### src/rtl/riscv_pkg.sv
// riscv_pkg: shared constants and fetch-state encoding for the fetch stage
//   NOP_INSTR        - addi x0,x0,0 placed on Instr when no valid word is held
//   RESET_PC_DEFAULT - default PC loaded by reset
//   fetch_state_e    - FETCH (request outstanding), HOLD (word held), FAULT (dead until reset)
package riscv_pkg;
    localparam logic [31:0] NOP_INSTR        = 32'h0000_0013;
    localparam logic [31:0] RESET_PC_DEFAULT = 32'h0000_0000;
    typedef enum logic [1:0] {
        FETCH = 2'd0,
        HOLD  = 2'd1,
        FAULT = 2'd2
    } fetch_state_e;
endpackage

### src/rtl/instr_fetch_unit_if.sv
// instr_fetch_unit_if: instruction-memory bus plus issue handshake toward decode
//   imem_req/imem_addr  - fetch request and address (fetch unit -> memory)
//   imem_ack/imem_rdata - read acknowledge and data (memory -> fetch unit)
//   Instr/instr_valid   - held instruction and its valid flag (fetch unit -> consumer)
//   instr_ready         - consumer accepts Instr (consumer -> fetch unit)
interface instr_fetch_unit_if;
    logic        imem_req;
    logic [31:0] imem_addr;
    logic        imem_ack;
    logic [31:0] imem_rdata;
    logic [31:0] Instr;
    logic        instr_valid;
    logic        instr_ready;
    modport master (
        output imem_req, imem_addr, Instr, instr_valid,
        input  imem_ack, imem_rdata, instr_ready
    );
    modport slave (
        input  imem_req, imem_addr, Instr, instr_valid,
        output imem_ack, imem_rdata, instr_ready
    );
endinterface

### src/rtl/pc_next_logic.sv
// pc_next_logic: combinational next-PC selection for the fetch stage
//   pc_i       - current PC
//   pc_src_i   - 1: branch taken (PC + imm), 0: sequential (PC + 4)
//   imm_ext_i  - sign-extended byte offset
//   next_o     - selected next PC (32-bit modulo)
//   pc_plus4_o - PC + 4
//   misalign_o - taken-branch target not word aligned
module pc_next_logic (
    input  logic [31:0] pc_i,
    input  logic        pc_src_i,
    input  logic [31:0] imm_ext_i,
    output logic [31:0] next_o,
    output logic [31:0] pc_plus4_o,
    output logic        misalign_o
);
    logic [31:0] target;
    always_comb begin
        pc_plus4_o = pc_i + 32'd4;
        target     = pc_i + imm_ext_i;
        next_o     = pc_src_i ? target : pc_plus4_o;
        misalign_o = pc_src_i && (target[1:0] != 2'b00);
    end
endmodule

### src/rtl/instr_fetch_unit.sv
// instr_fetch_unit: PC register, instruction-memory request, held Instr and memory watchdog
//   clk, areset        - clock and synchronous active-high reset
//   load               - PC advance enable from the control unit
//   PCSrc, ImmExt      - branch-taken select and byte offset for the next PC
//   bus (master)       - imem request/ack/data and Instr/instr_valid/instr_ready handshake
//   PC, PCPlus4        - current PC and PC + 4
//   fetch_fault        - sticky: memory never acknowledged or misaligned branch target
module instr_fetch_unit
    import riscv_pkg::*;
#(
    parameter logic [31:0] RESET_PC = RESET_PC_DEFAULT,
    parameter int          TIMEOUT  = 16,
    parameter int          TO_W     = 5
) (
    input  logic                      clk,
    input  logic                      areset,
    input  logic                      load,
    input  logic                      PCSrc,
    input  logic [31:0]               ImmExt,
    instr_fetch_unit_if.master        bus,
    output logic [31:0]               PC,
    output logic [31:0]               PCPlus4,
    output logic                      fetch_fault
);
    fetch_state_e    state_q, state_d;
    logic [31:0]     pc_q, pc_d;
    logic [31:0]     instr_q, instr_d;
    logic [TO_W-1:0] wd_q, wd_d;
    logic            fault_q, fault_d;
    logic [31:0]     pc_next;
    logic            misalign;

    pc_next_logic u_pc_next (
        .pc_i      (pc_q),
        .pc_src_i  (PCSrc),
        .imm_ext_i (ImmExt),
        .next_o    (pc_next),
        .pc_plus4_o(PCPlus4),
        .misalign_o(misalign)
    );

    always_ff @(posedge clk) begin
        if (areset) begin
            state_q <= FETCH;
            pc_q    <= RESET_PC;
            instr_q <= NOP_INSTR;
            wd_q    <= '0;
            fault_q <= 1'b0;
        end else begin
            state_q <= state_d;
            pc_q    <= pc_d;
            instr_q <= instr_d;
            wd_q    <= wd_d;
            fault_q <= fault_d;
        end
    end

    // An ack on the watchdog's last cycle takes priority over expiry.
    always_comb begin
        state_d = state_q;
        pc_d    = pc_q;
        instr_d = instr_q;
        wd_d    = wd_q;
        fault_d = fault_q;
        case (state_q)
            FETCH: begin
                if (bus.imem_ack) begin
                    instr_d = bus.imem_rdata;
                    wd_d    = '0;
                    state_d = HOLD;
                end else if (wd_q == TO_W'(TIMEOUT - 1)) begin
                    instr_d = NOP_INSTR;
                    fault_d = 1'b1;
                    state_d = FAULT;
                end else begin
                    wd_d = wd_q + TO_W'(1);
                end
            end
            HOLD: begin
                if (bus.instr_ready && load) begin
                    if (misalign) begin
                        instr_d = NOP_INSTR;
                        fault_d = 1'b1;
                        state_d = FAULT;
                    end else begin
                        pc_d    = pc_next;
                        wd_d    = '0;
                        state_d = FETCH;
                    end
                end
            end
            default: instr_d = NOP_INSTR;
        endcase
    end

    always_comb begin
        bus.imem_req    = (state_q == FETCH);
        bus.instr_valid = (state_q == HOLD);
        bus.imem_addr   = pc_q;
        bus.Instr       = instr_q;
        PC              = pc_q;
        fetch_fault     = fault_q;
    end
endmodule
### src/flat_wrapper.sv
// flat-port wrapper written by rule: the top's interface ports become plain ports
module instr_fetch_unit_flat import riscv_pkg::*;
#(
    parameter logic [31:0] RESET_PC = RESET_PC_DEFAULT,
    parameter int          TIMEOUT  = 16,
    parameter int          TO_W     = 5
)
  (clk, areset, load, PCSrc, ImmExt, PC, PCPlus4, fetch_fault, bus_imem_req, bus_imem_addr, bus_Instr, bus_instr_valid, bus_imem_ack, bus_imem_rdata, bus_instr_ready);
  instr_fetch_unit_if bus_i ();
  input  logic clk;
  input  logic areset;
  input  logic load;
  input  logic PCSrc;
  input  logic [31:0] ImmExt;
  output logic [31:0] PC;
  output logic [31:0] PCPlus4;
  output logic fetch_fault;
  output wire logic [$bits(bus_i.imem_req)-1:0] bus_imem_req;
  output wire logic [$bits(bus_i.imem_addr)-1:0] bus_imem_addr;
  output wire logic [$bits(bus_i.Instr)-1:0] bus_Instr;
  output wire logic [$bits(bus_i.instr_valid)-1:0] bus_instr_valid;
  input wire logic [$bits(bus_i.imem_ack)-1:0] bus_imem_ack;
  input wire logic [$bits(bus_i.imem_rdata)-1:0] bus_imem_rdata;
  input wire logic [$bits(bus_i.instr_ready)-1:0] bus_instr_ready;
  assign bus_imem_req = bus_i.imem_req;
  assign bus_imem_addr = bus_i.imem_addr;
  assign bus_Instr = bus_i.Instr;
  assign bus_instr_valid = bus_i.instr_valid;
  assign bus_i.imem_ack = bus_imem_ack;
  assign bus_i.imem_rdata = bus_imem_rdata;
  assign bus_i.instr_ready = bus_instr_ready;
  instr_fetch_unit #(.RESET_PC(RESET_PC), .TIMEOUT(TIMEOUT), .TO_W(TO_W)) u_core (.clk(clk), .areset(areset), .load(load), .PCSrc(PCSrc), .ImmExt(ImmExt), .bus(bus_i), .PC(PC), .PCPlus4(PCPlus4), .fetch_fault(fetch_fault));
endmodule
### config.mk
export PLATFORM = sky130hd
export DESIGN_NAME = instr_fetch_unit_flat
export DESIGN_NICKNAME = d
export VERILOG_FILES = /design/src/rtl/riscv_pkg.sv /design/src/rtl/instr_fetch_unit_if.sv /design/src/rtl/pc_next_logic.sv /design/src/rtl/instr_fetch_unit.sv /design/src/flat_wrapper.sv
export SDC_FILE = /design/constraint.sdc
export NUM_CORES = 1
export LEC_CHECK = 0
export CAP_MARGIN = 20
export CORE_MARGIN = 1
export CORE_UTILIZATION = 50
export DETAILED_ROUTE_END_ITERATION = 16
export PLACE_DENSITY = 0.88
export SYNTH_ARGS = -nofsm -noshare
export SYNTH_HDL_FRONTEND = slang
export SYNTH_SLANG_ARGS = --single-unit
### constraint.sdc
create_clock -name clk -period 5.14 [get_ports clk]
set_clock_uncertainty 0.2 [all_clocks]
set_input_delay 1.028 -clock clk [delete_from_list [all_inputs] [get_ports clk]]
set_output_delay 1.028 -clock clk [all_outputs]
set_load 0.05 [all_outputs]
==> insert_results.sql, run 1 <==
INSERT INTO impl_metrics (metric_group, metric, value, unit) VALUES
('floorplanning', 'die_width', '108.6', 'um'),
('clock_tree', 'post_cts.repair.setup_buffers', '0', ''),
('clock_tree', 'clk_path_buf_depth', '2', ''),
('clock_tree', 'holdBufCountCts', '0', ''),
('yosys', 'synth_cell_type_count', '69', ''),
('yosys', 'postSynthRegisterBits', '72', ''),
('yosys', 'syn-cell-area', '5683', 'sq um'),
('floorplanning', 'initial_core_util', '51.97', '%'),
('critical_path', 'setup.worst_path.end_class', 'output port', ''),
('clock_tree', 'cts_inserted_buffers', '9', ''),
('routing', 'dr.first_iter.drc_count', '551', ''),
('flow_run', 'max_cap_violations', '0', ''),
('place', 'place.detailed.hpwl', '14790', 'um'),
('place', 'dpl_worst_slack', '0.7733', 'ns'),
('routing', 'avgRoutedWirePerCell', '19.65', 'um'),
('power_and_ir_drop', 'p_sw', '550.3', 'uW'),
('yosys', 'synth_enable_flop_cells', '0', ''),
('timing', 'worst_slack', '0.4276', 'ns'),
('place', 'globalplace.congestion', '0.9341', ''),
('global_routing', 'grt_pass1_wl', '30930', 'um'),
('clock_tree', 'clkLatencyLatePin', '0.34', 'ns'),
('yosys', 'synth.most_common_cell', 'nor2_1', ''),
('floorplanning', 'die_h', '108.6', 'um'),
('yosys', 'yosys-top-cells-count', 'nor2_1 (84), dfxtp_1 (72), a21oi_1 (59), nand2_1 (45), clkbuf_1 (36)', ''),
('global_routing', 'grt-busiest-layer', 'met2', ''),
('floorplanning', 'floorplan.io_pins', '201', ''),
('routing', 'drtAntennaViolNets', '0', ''),
('clock_tree', 'cts_tree', 'done', ''),
('clock_tree', 'clock_pin_slew_reported_for_the_worst_setup_and_hold_paths_after_clock_tree_synthesis', '0.07', 'ns'),
('timing', 'setup_total_negative_slack', '0', 'ns'),
('power_and_ir_drop', 'swShare', '31.95', '%'),
('routing', 'drt-pass1-iter-count', '5', ''),
('routing', 'via_count', '6470', ''),
('timing', 'timing.max_slew.rel_slack', '42.62', '%'),
('yosys', 'synth-seq-area-share', '25.36', '%'),
('yosys', 'synth.area.top_cells', 'dfxtp_1 (25%), ha_1 (7.5%), nor2_1 (5.5%), a21oi_1 (5.2%), a22oi_1 (4.6%)', ''),
('layout', 'proportion_of_layout_cells_with_a_drive_suffix_above_1', '5.493', '%'),
('yosys', 'netlist.top_cell.by_area', 'dfxtp_1', ''),
('power_and_ir_drop', 'vdd_ir_drop_max', '206.2', 'uV'),
('floorplanning', 'num_rows', '38', ''),
('global_routing', 'globalRouteTotalUtil', '33.67', '%'),
('clock_tree', 'numClockSinks', '72', ''),
('min_path', 'hold_class', 'register to register', ''),
('global_routing', 'global_route.overflow_total', '0', ''),
('critical_path', 'critical_path.startpoint_type', 'register', ''),
('critical_path', 'worstPathArrival', '3.48', 'ns'),
('outcome', 'status', 'finished, final reports clean', ''),
('timing', 'rsz_0062_raised_after_global_routing', 'no', ''),
('global_routing', 'globalRouteMet3Util', '6.276', '%'),
('critical_path', 'critical_path_peak_fanout', '7', ''),
('layout', 'fill_cells', '887', ''),
('yosys', 'ys_async_sr_fraction', '0', '%'),
('critical_path', 'required_time_at_the_worst_slack_endpoint', '3.91', 'ns'),
('yosys', 'synth_top_flop_cell', 'dfxtp_1', ''),
('power_and_ir_drop', 'internal_power', '1172', 'uW'),
('critical_path', 'timing.reg2reg.setup_slack', '1.63', 'ns'),
('yosys', 'synth_top_area_share', '25.36', '%'),
('layout', 'area_of_the_multi_input_gates', '3764', 'sq um'),
('layout', 'layout.core_utilization', '71.83', '%'),
('power_and_ir_drop', 'power.share.clock', '41.3', '%'),
('timing', 'min_period', '4.712', 'ns'),
('power_and_ir_drop', 'pwr_density_cell', '219.3', 'nW/um^2'),
('power_and_ir_drop', 'seq_power_share', '34.9', '%'),
('layout', 'insertedDiodeCount', '0', ''),
('routing', 'detail_route.wirelength', '20280', 'um'),
('clock_tree', 'cts_htree_levels', '3', ''),
('floorplanning', 'die-area', '11800', 'sq um'),
('timing', 'period_share', '91.68', '%'),
('layout', 'area_delta_synth_final', '38.22', '%'),
('timing', 'timing_worst_slew_pin_value', '0.8607', 'ns'),
('routing', 'route.detailed.drc', '0', '');
critical path, stage by stage, from the launching register on:
cell and delay (ns):
dfxtp_1 0.45, ha_1 0.28, nand2_1 0.10, or3_2 0.51
nor4_1 0.43, and2_1 0.26, nand2_1 0.10, xnor2_1 0.17
clkdlybuf4s50_1 0.83
sequential cells by signal (all words and copies together) (netlist names):
signal	count
u_core.wd_q	5
u_core.PC	32
u_core.bus.Instr	32
u_core.state_q	2
u_core.fetch_fault	1
path summary, 6_finish.rpt:
| check | start | endpoint | cells after the start |
|---|---|---|---|
| worst max register to register | u_core.PC[1]$_SDFFE_PP0P_ | u_core.PC[24]$_SDFFE_PP0P_ | 9 |
| worst min register to register | u_core.fetch_fault$_SDFFE_PP0P_ | u_core.fetch_fault$_SDFFE_PP0P_ | 2 |
| worst min-delay path | u_core.fetch_fault$_SDFFE_PP0P_ | u_core.fetch_fault$_SDFFE_PP0P_ | 2 |
| worst max-delay path | u_core.PC[2]$_SDFFE_PP0P_ | PCPlus4[28] | 8 |
layout by cell type, fill, tap and decap left out, types with 4 or more instances in the layout:
cell             Yosys  routed
or3_1                6       6
and3_1              16      16
o21a_1              12      12
inv_1               16      16
a221oi_1             5       5
nor2_1              84      84
a21oi_1             59      58
nand3_1             27      27
a21o_1              15      15
o211ai_1             7       7
clkdlybuf4s50_1      0     199
and4_1               4       4
xor2_1              25      25
nor3b_1              5       4
nand2_1             45      45
nand2b_1            11      11
o22ai_1              6       6
nand4_1             14      14
a211oi_1             9       9
ha_1                34      34
xnor2_1             20      20
dfxtp_1             72      72
a22oi_1             35      35
a31oi_1             11      11
o31ai_1              6       6
nor3_1              25      25
o21ai_0             34      34
buf_4               35      12
mux2i_1             10      10
clkbuf_16            0       9
area by class of cell:
class	instances	area share [%]
sequential	72	18.35
timing repair buffer	212	26.57
inverter	16	0.7646
clock buffer	9	2.867
multi-input combinational	576	47.91
tap	140	2.230
clock inverter	7	1.306
through the flow:
stage | instance area (sq um) | instances | power [uW] | hold slack, ns
2_1_floorplan | 5683 | 738 | 863.2 | 0.2716
3_3_place_gp | 7527 | 1016 | 1005 | 0.2567
3_5_place_dp | 7527 | 1016 | 1015 | 0.2714
4_1_cts | 7855 | 1032 | 1717 | 0.2901
5_1_grt | 7855 | 1032 | 1771 | 0.3338
6_report | 7855 | 1032 | 1723 | 0.2845
power by group through the flow:
stage          logic [uW]  clock network [uW]  registers [uW]
5_1_grt               432                 734             605
3_3_place_gp          394                   0             611
3_5_place_dp          402                   0             613
2_1_floorplan         190                   0             673
6_report              409                 711             602
4_1_cts               405                 710             601
layer usage:
| layer | part of all wire (%) | wire length, um |
|---|---|---|
| met5 | 0 | 0 |
| met4 | 3.3 | 673 |
| met3 | 8.3 | 1684 |
| met2 | 48 | 9693 |
| met1 | 41 | 8231 |
logic make-up after synthesis:
family | count (synthesis) | share of synthesized area [%]
flip-flops | 72 | 25.36
AO/OA/AOI/OAI | 223 | 25.67
AND/OR/NAND/NOR | 263 | 23.87
XOR/XNOR | 45 | 6.935
multiplexers | 10 | 1.761
buffers and inverters | 90 | 8.564
adder cells (fa/ha/maj) | 35 | 7.838
No activity file was read; power rests on OpenSTA's default activity.
==> run 2, diff against run 1 <==
--- a/config.mk
+++ b/config.mk
@@ -5,9 +5,10 @@
 export SDC_FILE = /design/constraint.sdc
 export NUM_CORES = 1
 export LEC_CHECK = 0
+export ABC_AREA = 1
 export CAP_MARGIN = 20
 export CORE_MARGIN = 1
-export CORE_UTILIZATION = 50
+export CORE_UTILIZATION = 52
 export DETAILED_ROUTE_END_ITERATION = 16
 export PLACE_DENSITY = 0.88
 export SYNTH_ARGS = -nofsm -noshare
==> run 2 against run 1 <==
Compared with the run above:
- worst setup slack improved by 0.38 ns
- highest routed layer unchanged
- fmax rose by 8.7%
- synthesized area rose by 14%
- via count rose by 16%
- cell count rose by 41%
- sequential power rose by 2%
- worst hold slack got worse by 0.033 ns
- combinational power rose by 21%
- die area rose by 9.4%
- first-iteration DRC count rose by 28%
- routed wire length rose by 5.4%
- synthesized cell count rose by 52%
==> insert_results.sql, run 2 <==
INSERT INTO impl_metrics (metric_group, metric, value, unit) VALUES
('yosys', 'synth_cell_type_count', '41', ''),
('yosys', 'syn-cell-area', '6474', 'sq um'),
('yosys', 'yosys-top-cells-count', 'nand2_1 (415), inv_1 (173), a21oi_1 (94), nor2_1 (75), dfxtp_1 (72)', ''),
('global_routing', 'grt_pass1_wl', '33410', 'um'),
('power_and_ir_drop', 'power.share.clock', '37.4', '%'),
('timing', 'finalHoldViolations', '0', ''),
('clock_tree', 'cts_inserted_buffers', '9', ''),
('power_and_ir_drop', 'internal_power', '1178', 'uW'),
('routing', 'route.detailed.drc', '0', ''),
('layout', 'finalNetCount', '1382', ''),
('yosys', 'synth.most_common_cell', 'nand2_1', ''),
('power_and_ir_drop', 'power.combinational.fraction', '28.0', '%'),
('layout', 'area_delta_synth_final', '34.09', '%'),
('floorplanning', 'initial_core_util', '53.67', '%'),
('place', 'post-place-cells', '1434', ''),
('yosys', 'postSynthRegisterBits', '72', ''),
('power_and_ir_drop', 'pwr_density_cell', '204.2', 'nW/um^2'),
('global_routing', 'number_of_global_route_vias_before_repair', '6596', ''),
('yosys', 'synth_top_flop_cell', 'dfxtp_1', ''),
('yosys', 'synth.area.top_cells', 'nand2_1 (24%), dfxtp_1 (22%), inv_1 (10%), a21oi_1 (7.3%), ha_1 (6.6%)', ''),
('clock_tree', 'post_cts.repair.setup_buffers', '0', ''),
('routing', 'via_count', '7479', ''),
('floorplanning', 'num_rows', '40', ''),
('routing', 'detail_route.wirelength', '21370', 'um'),
('global_routing', 'global_route.overflow_total', '0', ''),
('power_and_ir_drop', 'static-leakage-power', '0.004166', 'uW'),
('yosys', 'yosys_warnings', '0', ''),
('outcome', 'status', 'finished, final reports clean', ''),
('place', 'globalplace.congestion', '0.9692', ''),
('timing', 'timing.final.setup_violations', '0', ''),
('place', 'place.port_buffers', '200', ''),
('timing', 'rsz_0062_raised_after_global_routing', 'no', ''),
('clock_tree', 'clkLatencyLatePin', '0.34', 'ns'),
('min_path', 'hold_class', 'register to register', ''),
('clock_tree', 'ctsResizeCount', '0', ''),
('floorplanning', 'die-area', '12900', 'sq um'),
('floorplanning', 'coreArea', '12060', 'sq um'),
('critical_path', 'critical_path_peak_fanout', '9', ''),
('yosys', 'ys_async_sr_fraction', '0', '%'),
('power_and_ir_drop', 'vdd_ir_drop_max', '194.2', 'uV'),
('power_and_ir_drop', 'swShare', '33.54', '%'),
('power_and_ir_drop', 'seq_power_share', '34.6', '%'),
('routing', 'drt-pass1-iter-count', '5', ''),
('global_routing', 'grt_max_degree', '55', ''),
('clock_tree', 'cts_tree', 'done', ''),
('yosys', 'synth_top_area_share', '24.06', '%'),
('floorplanning', 'die_width', '113.6', 'um'),
('routing', 'avgRoutedWirePerCell', '14.74', 'um'),
('layout', 'layout.cells.most_common', 'nand2_1', ''),
('routing', 'wl_met1', '9397', 'um'),
('critical_path', 'required_time_at_the_worst_slack_endpoint', '3.91', 'ns'),
('routing', 'top_layer_used', 'met4', ''),
('floorplanning', 'die_h', '113.6', 'um'),
('timing', 'fmax', '230.8', 'MHz'),
('yosys', 'synth_enable_flop_cells', '0', ''),
('power_and_ir_drop', 'p_sw', '594.5', 'uW'),
('critical_path', 'critical_path.startpoint_type', 'register', ''),
('timing', 'timing.max_slew.rel_slack', '39.98', '%'),
('critical_path', 'critical_path_class', 'register to output port', ''),
('layout', 'fill_cells', '1044', ''),
('global_routing', 'grt_antenna_before_repair', '0', ''),
('floorplanning', 'floorplan.io_pins', '201', ''),
('yosys', 'netlist.top_cell.by_area', 'nand2_1', ''),
('clock_tree', 'clock_pin_slew_reported_for_the_worst_setup_and_hold_paths_after_clock_tree_synthesis', '0.06', 'ns'),
('routing', 'met3WireLength', '1714', 'um'),
('layout', 'proportion_of_layout_cells_with_a_drive_suffix_above_1', '4.290', '%'),
('layout', 'insertedDiodeCount', '0', ''),
('critical_path', 'worstPathArrival', '3.11', 'ns'),
('yosys', 'synth.net_count', '1224', ''),
('global_routing', 'globalRouteTotalUtil', '32.98', '%'),
('clock_tree', 'numClockSinks', '72', ''),
('timing', 'timing_worst_slew_pin_value', '0.8970', 'ns'),
('yosys', 'netlist_instances', '1119', ''),
('timing', 'period_share', '84.31', '%'),
('flow_run', 'max_cap_violations', '0', ''),
('layout', 'layout.cells.most_common_list', 'nand2_1 (415), clkdlybuf4s50_1 (199), inv_1 (173)', ''),
('timing', 'setup_total_negative_slack', '0', 'ns'),
('clock_tree', 'cts_htree_levels', '3', ''),
('timing', 'timing_max_transition_violations_final', '0', ''),
('layout', 'post_layout_nonfiller_instances', '1450', ''),
('timing', 'min_period', '4.334', 'ns'),
('clock_tree', 'clk_path_buf_depth', '2', ''),
('routing', 'dr.first_iter.drc_count', '703', ''),
('clock_tree', 'cts_root_buffer_type', 'clkbuf_16', ''),
('yosys', 'post_synth.cell_area_avg', '5.785', 'sq um'),
('place', 'place.detailed.hpwl', '16730', 'um'),
('routing', 'met2_length', '9777', 'um'),
('yosys', 'synth-seq-area-share', '22.27', '%'),
('routing', 'vias_per_cell', '5.158', ''),
('routing', 'drtAntennaViolNets', '0', ''),
('clock_tree', 'holdBufCountCts', '0', ''),
('critical_path', 'setup.worst_path.end_class', 'output port', '');
==> run 2: final timing paths <==
path | slack (ns) | depth (start not counted) | to | startpoint
hold reg to reg | 0.25 | 2 | u_core.fetch_fault$_SDFFE_PP0P_ | u_core.fetch_fault$_SDFFE_PP0P_
setup / recovery | 0.81 | 9 | PCPlus4[18] | u_core.PC[2]$_SDFFE_PP0P_
setup reg to reg | 2.21 | 10 | u_core.bus.Instr[1]$_SDFFE_PP1P_ | u_core.PC[0]$_SDFFE_PP0P_
hold / removal | 0.25 | 2 | u_core.fetch_fault$_SDFFE_PP0P_ | u_core.fetch_fault$_SDFFE_PP0P_
==> run 2: routing by layer <==
metal	global-route usage, %	vias to the layer above
met5	0	-
met4	10.26	0
met3	5.845	35
met2	53.86	358
met1	44.17	3318
li1	-	3768
==> run 2: through the flow <==
step	power, uW	hold WS, ns	utilization [%]	worst slack [ns]	area, sq um
detailed placement	1114	0.2428	69.34	1.188	8363
global placement	1108	0.2407	69.34	1.284	8363
finish	1773	0.2516	71.97	0.8064	8681
global route	1833	0.2762	71.97	0.7365	8681
floorplan	936.7	0.2406	-	1.594	6474
CTS	1767	0.2514	71.97	0.8754	8681
==> run 2: layout make-up <==
cell class / count / area [sq um] / share of cell area, %
clock buffers: 12 / 266.5 / 3.070
well taps: 168 / 210.2 / 2.421
multi-input cells: 810 / 4005 / 46.14
inverters: 179 / 671.9 / 7.740
clock inverters: 4 / 51.30 / 0.5909
repair buffers: 205 / 2034 / 23.44
flip-flops and latches: 72 / 1441 / 16.60
==> run 2: kinds of logic after synthesis <==
group                      share of synthesized area [%]
AOI/OAI and AO/OA                                  11.96
xor gates and xnor gates                           3.208
adders and majority gates                          6.881
buffers and inverters                              15.87
DFF                                                22.27
and+or+nand+nor                                    39.81
==> run 2: power by group through the flow <==
stage                     Sequential, uW  Clock (uW)  Combinational [uW]
final                                613         664                 496
after global routing                 616         686                 531
after CTS                            613         661                 493
after detailed placement             624           0                 490
after global placement               624           0                 484
after floorplan                      702           0                 235
==> run 2: worst max-delay path, cell delays in order, from the launching register on <==
cell and delay (ns):
dfxtp_1 0.56, ha_1 0.40, nand2_1 0.13, inv_2 0.11
nand2_4 0.08, nor2_4 0.22, nand3_2 0.09, or2_1 0.23
nand2_1 0.11, clkdlybuf4s50_1 0.82
